$ cat src/rtl/led_pattern_gen.sv
// LED pattern generator: a prescaler derives a step tick that advances an
// NB_LEDS-wide pattern in flash, rotate-left, rotate-right or ping-pong mode.
module led_pattern_gen #(
    parameter int NB_LEDS  = 4,
    parameter int NB_COUNT = 32,
    parameter int LIMIT0   = 25_000_000,
    parameter int LIMIT1   = 12_500_000,
    parameter int LIMIT2   = 6_250_000,
    parameter int LIMIT3   = 3_125_000
) (
    input  logic               clk,
    input  logic               i_ck_rst,
    input  logic               i_enable,
    input  logic [1:0]         i_mode,
    input  logic [1:0]         i_speed,
    output logic [NB_LEDS-1:0] o_led,
    output logic               o_tick
);

    localparam logic [1:0] MODE_FLASH = 2'b00;
    localparam logic [1:0] MODE_ROT_L = 2'b01;
    localparam logic [1:0] MODE_ROT_R = 2'b10;
    localparam logic [1:0] MODE_PING  = 2'b11;

    localparam logic DIR_LEFT  = 1'b0;
    localparam logic DIR_RIGHT = 1'b1;

    localparam logic [NB_COUNT-1:0] LIM0_M1    = NB_COUNT'(LIMIT0 - 1);
    localparam logic [NB_COUNT-1:0] LIM1_M1    = NB_COUNT'(LIMIT1 - 1);
    localparam logic [NB_COUNT-1:0] LIM2_M1    = NB_COUNT'(LIMIT2 - 1);
    localparam logic [NB_COUNT-1:0] LIM3_M1    = NB_COUNT'(LIMIT3 - 1);
    localparam logic [NB_COUNT-1:0] COUNT_ZERO = {NB_COUNT{1'b0}};
    localparam logic [NB_COUNT-1:0] COUNT_ONE  = {{(NB_COUNT-1){1'b0}}, 1'b1};

    localparam logic [NB_LEDS-1:0] LED_ZERO    = {NB_LEDS{1'b0}};
    localparam logic [NB_LEDS-1:0] ONE_HOT_LSB = {{(NB_LEDS-1){1'b0}}, 1'b1};
    localparam logic [NB_LEDS-1:0] ONE_HOT_MSB = {1'b1, {(NB_LEDS-1){1'b0}}};

    function automatic logic [NB_LEDS-1:0] seed_of(input logic [1:0] mode);
        logic [NB_LEDS-1:0] seed;
        case (mode)
            MODE_FLASH: seed = LED_ZERO;
            MODE_ROT_L: seed = ONE_HOT_LSB;
            MODE_ROT_R: seed = ONE_HOT_MSB;
            MODE_PING:  seed = ONE_HOT_LSB;
            default:    seed = LED_ZERO;
        endcase
        return seed;
    endfunction

    logic [NB_COUNT-1:0] count_r;
    logic [1:0]          mode_r;
    logic                dir_r;
    logic [NB_LEDS-1:0]  led_r;
    logic                tick_r;

    logic [NB_COUNT-1:0] count_s;
    logic [1:0]          mode_s;
    logic                dir_s;
    logic [NB_LEDS-1:0]  led_s;
    logic                tick_s;
    logic [NB_COUNT-1:0] lim_m1_s;
    logic [NB_LEDS-1:0]  step_led_s;
    logic                step_dir_s;

    // State register: prescaler, stored mode, ping-pong direction and outputs.
    always_ff @(posedge clk or negedge i_ck_rst) begin
        if (!i_ck_rst) begin
            count_r <= COUNT_ZERO;
            mode_r  <= MODE_FLASH;
            dir_r   <= DIR_LEFT;
            led_r   <= LED_ZERO;
            tick_r  <= 1'b0;
        end else begin
            count_r <= count_s;
            mode_r  <= mode_s;
            dir_r   <= dir_s;
            led_r   <= led_s;
            tick_r  <= tick_s;
        end
    end

    // Terminal count for the currently selected speed.
    always_comb begin
        lim_m1_s = LIM0_M1;
        case (i_speed)
            2'b00:   lim_m1_s = LIM0_M1;
            2'b01:   lim_m1_s = LIM1_M1;
            2'b10:   lim_m1_s = LIM2_M1;
            2'b11:   lim_m1_s = LIM3_M1;
            default: lim_m1_s = LIM0_M1;
        endcase
    end

    // Pattern the LEDs would take on a step; an empty pattern reseeds.
    always_comb begin
        step_led_s = led_r;
        step_dir_s = dir_r;
        if ((mode_r != MODE_FLASH) && (led_r == LED_ZERO)) begin
            step_led_s = seed_of(mode_r);
            step_dir_s = DIR_LEFT;
        end else begin
            case (mode_r)
                MODE_FLASH: step_led_s = ~led_r;
                MODE_ROT_L: step_led_s = {led_r[NB_LEDS-2:0], led_r[NB_LEDS-1]};
                MODE_ROT_R: step_led_s = {led_r[0], led_r[NB_LEDS-1:1]};
                MODE_PING: begin
                    // Bounce off an end LED so it stays lit for one step only.
                    if ((dir_r == DIR_LEFT) && led_r[NB_LEDS-1]) begin
                        step_led_s = led_r >> 1;
                        step_dir_s = DIR_RIGHT;
                    end else if ((dir_r == DIR_RIGHT) && led_r[0]) begin
                        step_led_s = led_r << 1;
                        step_dir_s = DIR_LEFT;
                    end else if (dir_r == DIR_LEFT) begin
                        step_led_s = led_r << 1;
                        step_dir_s = DIR_LEFT;
                    end else begin
                        step_led_s = led_r >> 1;
                        step_dir_s = DIR_RIGHT;
                    end
                end
                default: step_led_s = led_r;
            endcase
        end
    end

    // Next state: a mode change outranks a coincident step.
    always_comb begin
        count_s = count_r;
        mode_s  = mode_r;
        dir_s   = dir_r;
        led_s   = led_r;
        tick_s  = 1'b0;
        if (i_mode != mode_r) begin
            mode_s  = i_mode;
            count_s = COUNT_ZERO;
            led_s   = seed_of(i_mode);
            dir_s   = DIR_LEFT;
        end else if (i_enable) begin
            if (count_r >= lim_m1_s) begin
                count_s = COUNT_ZERO;
                led_s   = step_led_s;
                dir_s   = step_dir_s;
                tick_s  = 1'b1;
            end else begin
                count_s = count_r + COUNT_ONE;
            end
        end else begin
            count_s = count_r;
        end
    end

    assign o_led  = led_r;
    assign o_tick = tick_r;

endmodule

$ cat config.mk
export PLATFORM = sky130hd
export DESIGN_NAME = led_pattern_gen
export DESIGN_NICKNAME = d
export VERILOG_FILES = /design/src/rtl/led_pattern_gen.sv
export SDC_FILE = /design/constraint.sdc
export NUM_CORES = 1
export LEC_CHECK = 0
export ABC_AREA = 1
export CELL_PAD_IN_SITES_DETAIL_PLACEMENT = 0
export CELL_PAD_IN_SITES_GLOBAL_PLACEMENT = 1
export CORE_MARGIN = 5
export CORE_UTILIZATION = 42
export CTS_BUF_LIST = sky130_fd_sc_hd__clkbuf_4
export CTS_CLUSTER_SIZE = 30
export DETAILED_ROUTE_END_ITERATION = 8
export HOLD_SLACK_MARGIN = 0.08
export PLACE_DENSITY_LB_ADDON = 0.1
export SLEW_MARGIN = 20
export SYNTH_ARGS = -nofsm -noshare
export SYNTH_HDL_FRONTEND = slang
export SYNTH_SLANG_ARGS = --single-unit
$ cat constraint.sdc
create_clock -name clk -period 1.9 [get_ports clk]
set_clock_uncertainty 0.1 [all_clocks]
set_input_delay 0.285 -clock clk [delete_from_list [all_inputs] [get_ports clk]]
set_output_delay 0.285 -clock clk [all_outputs]
set_load 0.02 [all_outputs]
==> reports/qor.yml <==
run_status: "finished with violations"
failed_checks: "negative setup slack"
routed_via_density: 5.046
ant_nets: 0
critical_path_arrival_ps: 2130
via_count_of_the_first_global_routing_pass: 2597
power.static_leakage_nw: 1.708
layout.cells.most_common: "sky130_fd_sc_hd__nand2_1"
fmax_mhz: 502.5
clock_sink_count: 40
design.final.nets: 460
post_layout_min_period_ps: 1990
pin_count_of_the_biggest_net_entering_global_routing: 23
yosys_warnings: 0
post_route_cells_drive_above_1_share_pct: 27.15
clock-root-buffer: "sky130_fd_sc_hd__clkbuf_4"
placement.io_buffers: 11
cts.clk_slew.worst_paths_ps: 120
global_route.overflow_total: 0
most-common-layout-cells: "sky130_fd_sc_hd__nand2_1 (77), sky130_fd_sc_hd__nor2_1 (48), sky130_fd_sc_hd__buf_4 (48)"
syn_to_final_growth_pct: 31.40
die_height_um: 90.55
antenna_found_initial: 0
setup-tns-final_ps: -1962
netlist-cell-type-count: 37
worst-slew-pin-transition_ps: 481.7
mappedNetlistArea_um2: 2725
initial_core_util_pct: 43.16
synthCells: 379
worstPathMaxFanout: 6
worst_path_required_ps: 2040
syn-mean-instance-area_um2: 7.190
tritoncts: "done"
design.die.area_um2: 8199
share_of_the_yosys_chip_area_belonging_to_registers_pct: 36.73
timing_max_transition_violations_final: 0
r2r_cells: 10
worst_setup_path_end_kind: "flip-flop"
final_setup_vio_count: 28
floorplan.io_pins: 12
reg2reg_from: "count_r[24]"
route.detailed.drc: 0
power.density_nw_per_um2: 497.9
synthesis.nets: 397
min_path_type: "input pin to asynchronous set/reset pin"
clkLatencyLatePin_ps: 340
die_width_um: 90.55
dp_hpwl_mm: 5.431
hold_violations: 0
final-instance-count-excl-fill: 519
criticalPathCategory: "flip-flop to flip-flop"
clock_tree.buffer_depth: 2
numCtsBuffers: 5
ir_drop_mv: 0.4314
placed_cells_incl_taps: 502
final_worst_path_cycle_share_pct: 104.7
origin_of_the_worst_setup_path: "count_r[24]"
firstDrtPassIters: 4
rsz_0062_raised_after_global_routing: "yes"
route.final.wire_length_mm: 7.145
maxCapViolations: 0
ys_seq_elements: 40
drt_iter0_drc: 186
grt_first_pass_wirelength_mm: 12.57
antenna-diode-count: 0
h_tree_depth: 2
design.core.area_um2: 6314
row_count: 29
globalplace.congestion: 0.9252
via_count: 2619
grt_usage_pct: 18.69
postLayoutSetupSlackWorst_ps: -89.90
worst_setup_path_start_kind: "flip-flop"
worst_slew_margin_rel_pct: 67.89
post_drt_wl_per_cell_um: 13.77
==> cell families (layout without fill, tap and decap cells) <==
| kind of cell | Yosys count | after routing | synth area share, % |
|---|---|---|---|
| xor gates and xnor gates | 21 | 21 | 6.749 |
| and+or+nand+nor | 209 | 210 | 33.43 |
| adders and majority gates | 11 | 11 | 5.050 |
| muxes | 1 | 1 | 0.3673 |
| buffers and inverters | 61 | 123 | 9.687 |
| DFF | 40 | 40 | 36.73 |
| AOI/OAI and AO/OA | 36 | 36 | 7.989 |
==> cell type report <==
type,instances,area (µm²)
clock buffer,6,45.04
clock inverter,1,5.005
fill,639,2733
inverter,50,200.2
multi-input combinational,279,1683
sequential,40,1003
tap,77,96.34
timing repair buffer,64,528.0
timing repair inverter,2,20.02
==> Yosys cell counts (all sizes together) <==
cell	n	area share (%)
dfrtp	40	37
o2111ai	1	0.32
nor4	2	0.46
a21oi	4	0.73
a22o	1	0.32
inv	50	7.1
nand2	88	13
nor2	65	9.0
a21boi	2	0.55
o21ai	18	3.3
o31ai	2	0.55
o21bai	1	0.28
or2	1	0.23
nor3	6	1.1
and3	1	0.23
nand3	28	5.3
and2	2	0.46
nand4	13	3.0
clkbuf	4	0.55
mux2i	1	0.37
xor2	17	5.5
o211ai	5	1.4
buf	7	2.1
a21o	1	0.28
ha	11	5.1
a211oi	1	0.28
nor3b	3	0.83
xnor2	4	1.3
==> flip-flops by register name, indices dropped and copies added, names as in the netlist <==
signal and count:
o_led 4, dir_r 1, mode_r 2, o_tick 1, count_r 32
==> final timing paths <==
kind                          endpoint  slack, ps
max reg2reg                count_r[18]        -90
max                        count_r[18]        -90
min reg2reg                count_r[26]        400
min in group clk           count_r[26]        400
min                         count_r[7]        320
max in group asynchronous  count_r[30]        880
==> per-layer routing <==
layer  wire (µm)  GRT usage, %
met5           0             0
met4          57         3.350
met3         218         3.000
met2        3502         31.72
met1        3366         25.22
==> critical path, stage by stage (launching register included) <==
cell and delay, ps:
sky130_fd_sc_hd__dfrtp_1 450, sky130_fd_sc_hd__ha_4 300, sky130_fd_sc_hd__nand3_1 90, sky130_fd_sc_hd__nor2_2 120
sky130_fd_sc_hd__nand2_1 100, sky130_fd_sc_hd__nor3b_4 210, sky130_fd_sc_hd__nand2_2 120, sky130_fd_sc_hd__nand3_4 140
sky130_fd_sc_hd__nand2_8 120, sky130_fd_sc_hd__inv_6 120, sky130_fd_sc_hd__nor2_2 40
==> metrics by stage <==
stage	area [µm²]	power [mW]	hold slack [ps]	setup slack (ps)	util (%)
final	3581	1.783	321.1	-89.90	56.72
after global routing	3581	1.910	352.8	-202.4	56.72
after CTS	3516	1.791	317.8	-106.6	55.69
after detailed placement	3234	1.300	173.7	-901.6	51.23
after global placement	3234	1.301	167.5	-907.7	51.23
after floorplan	2759	1.150	-110.6	-93.05	-
==> where the power goes <==
part           internal, mW  switching [mW]
Combinational         0.179           0.261
Clock                 0.151           0.272
Sequential            0.881          0.0382
==> what timing repair did <==
item | 4_1_cts | 5_1_grt
resized for setup | 51 | 24
hold buffers | 1 | 0
setup buffers | 6 | 0
pin swaps | 14 | 14
endpoints found under the hold margin | 18 | 0
setup endpoints to repair | 33 | 33
gates cloned | 3 | 0
No activity file was read; power rests on OpenSTA's default activity.
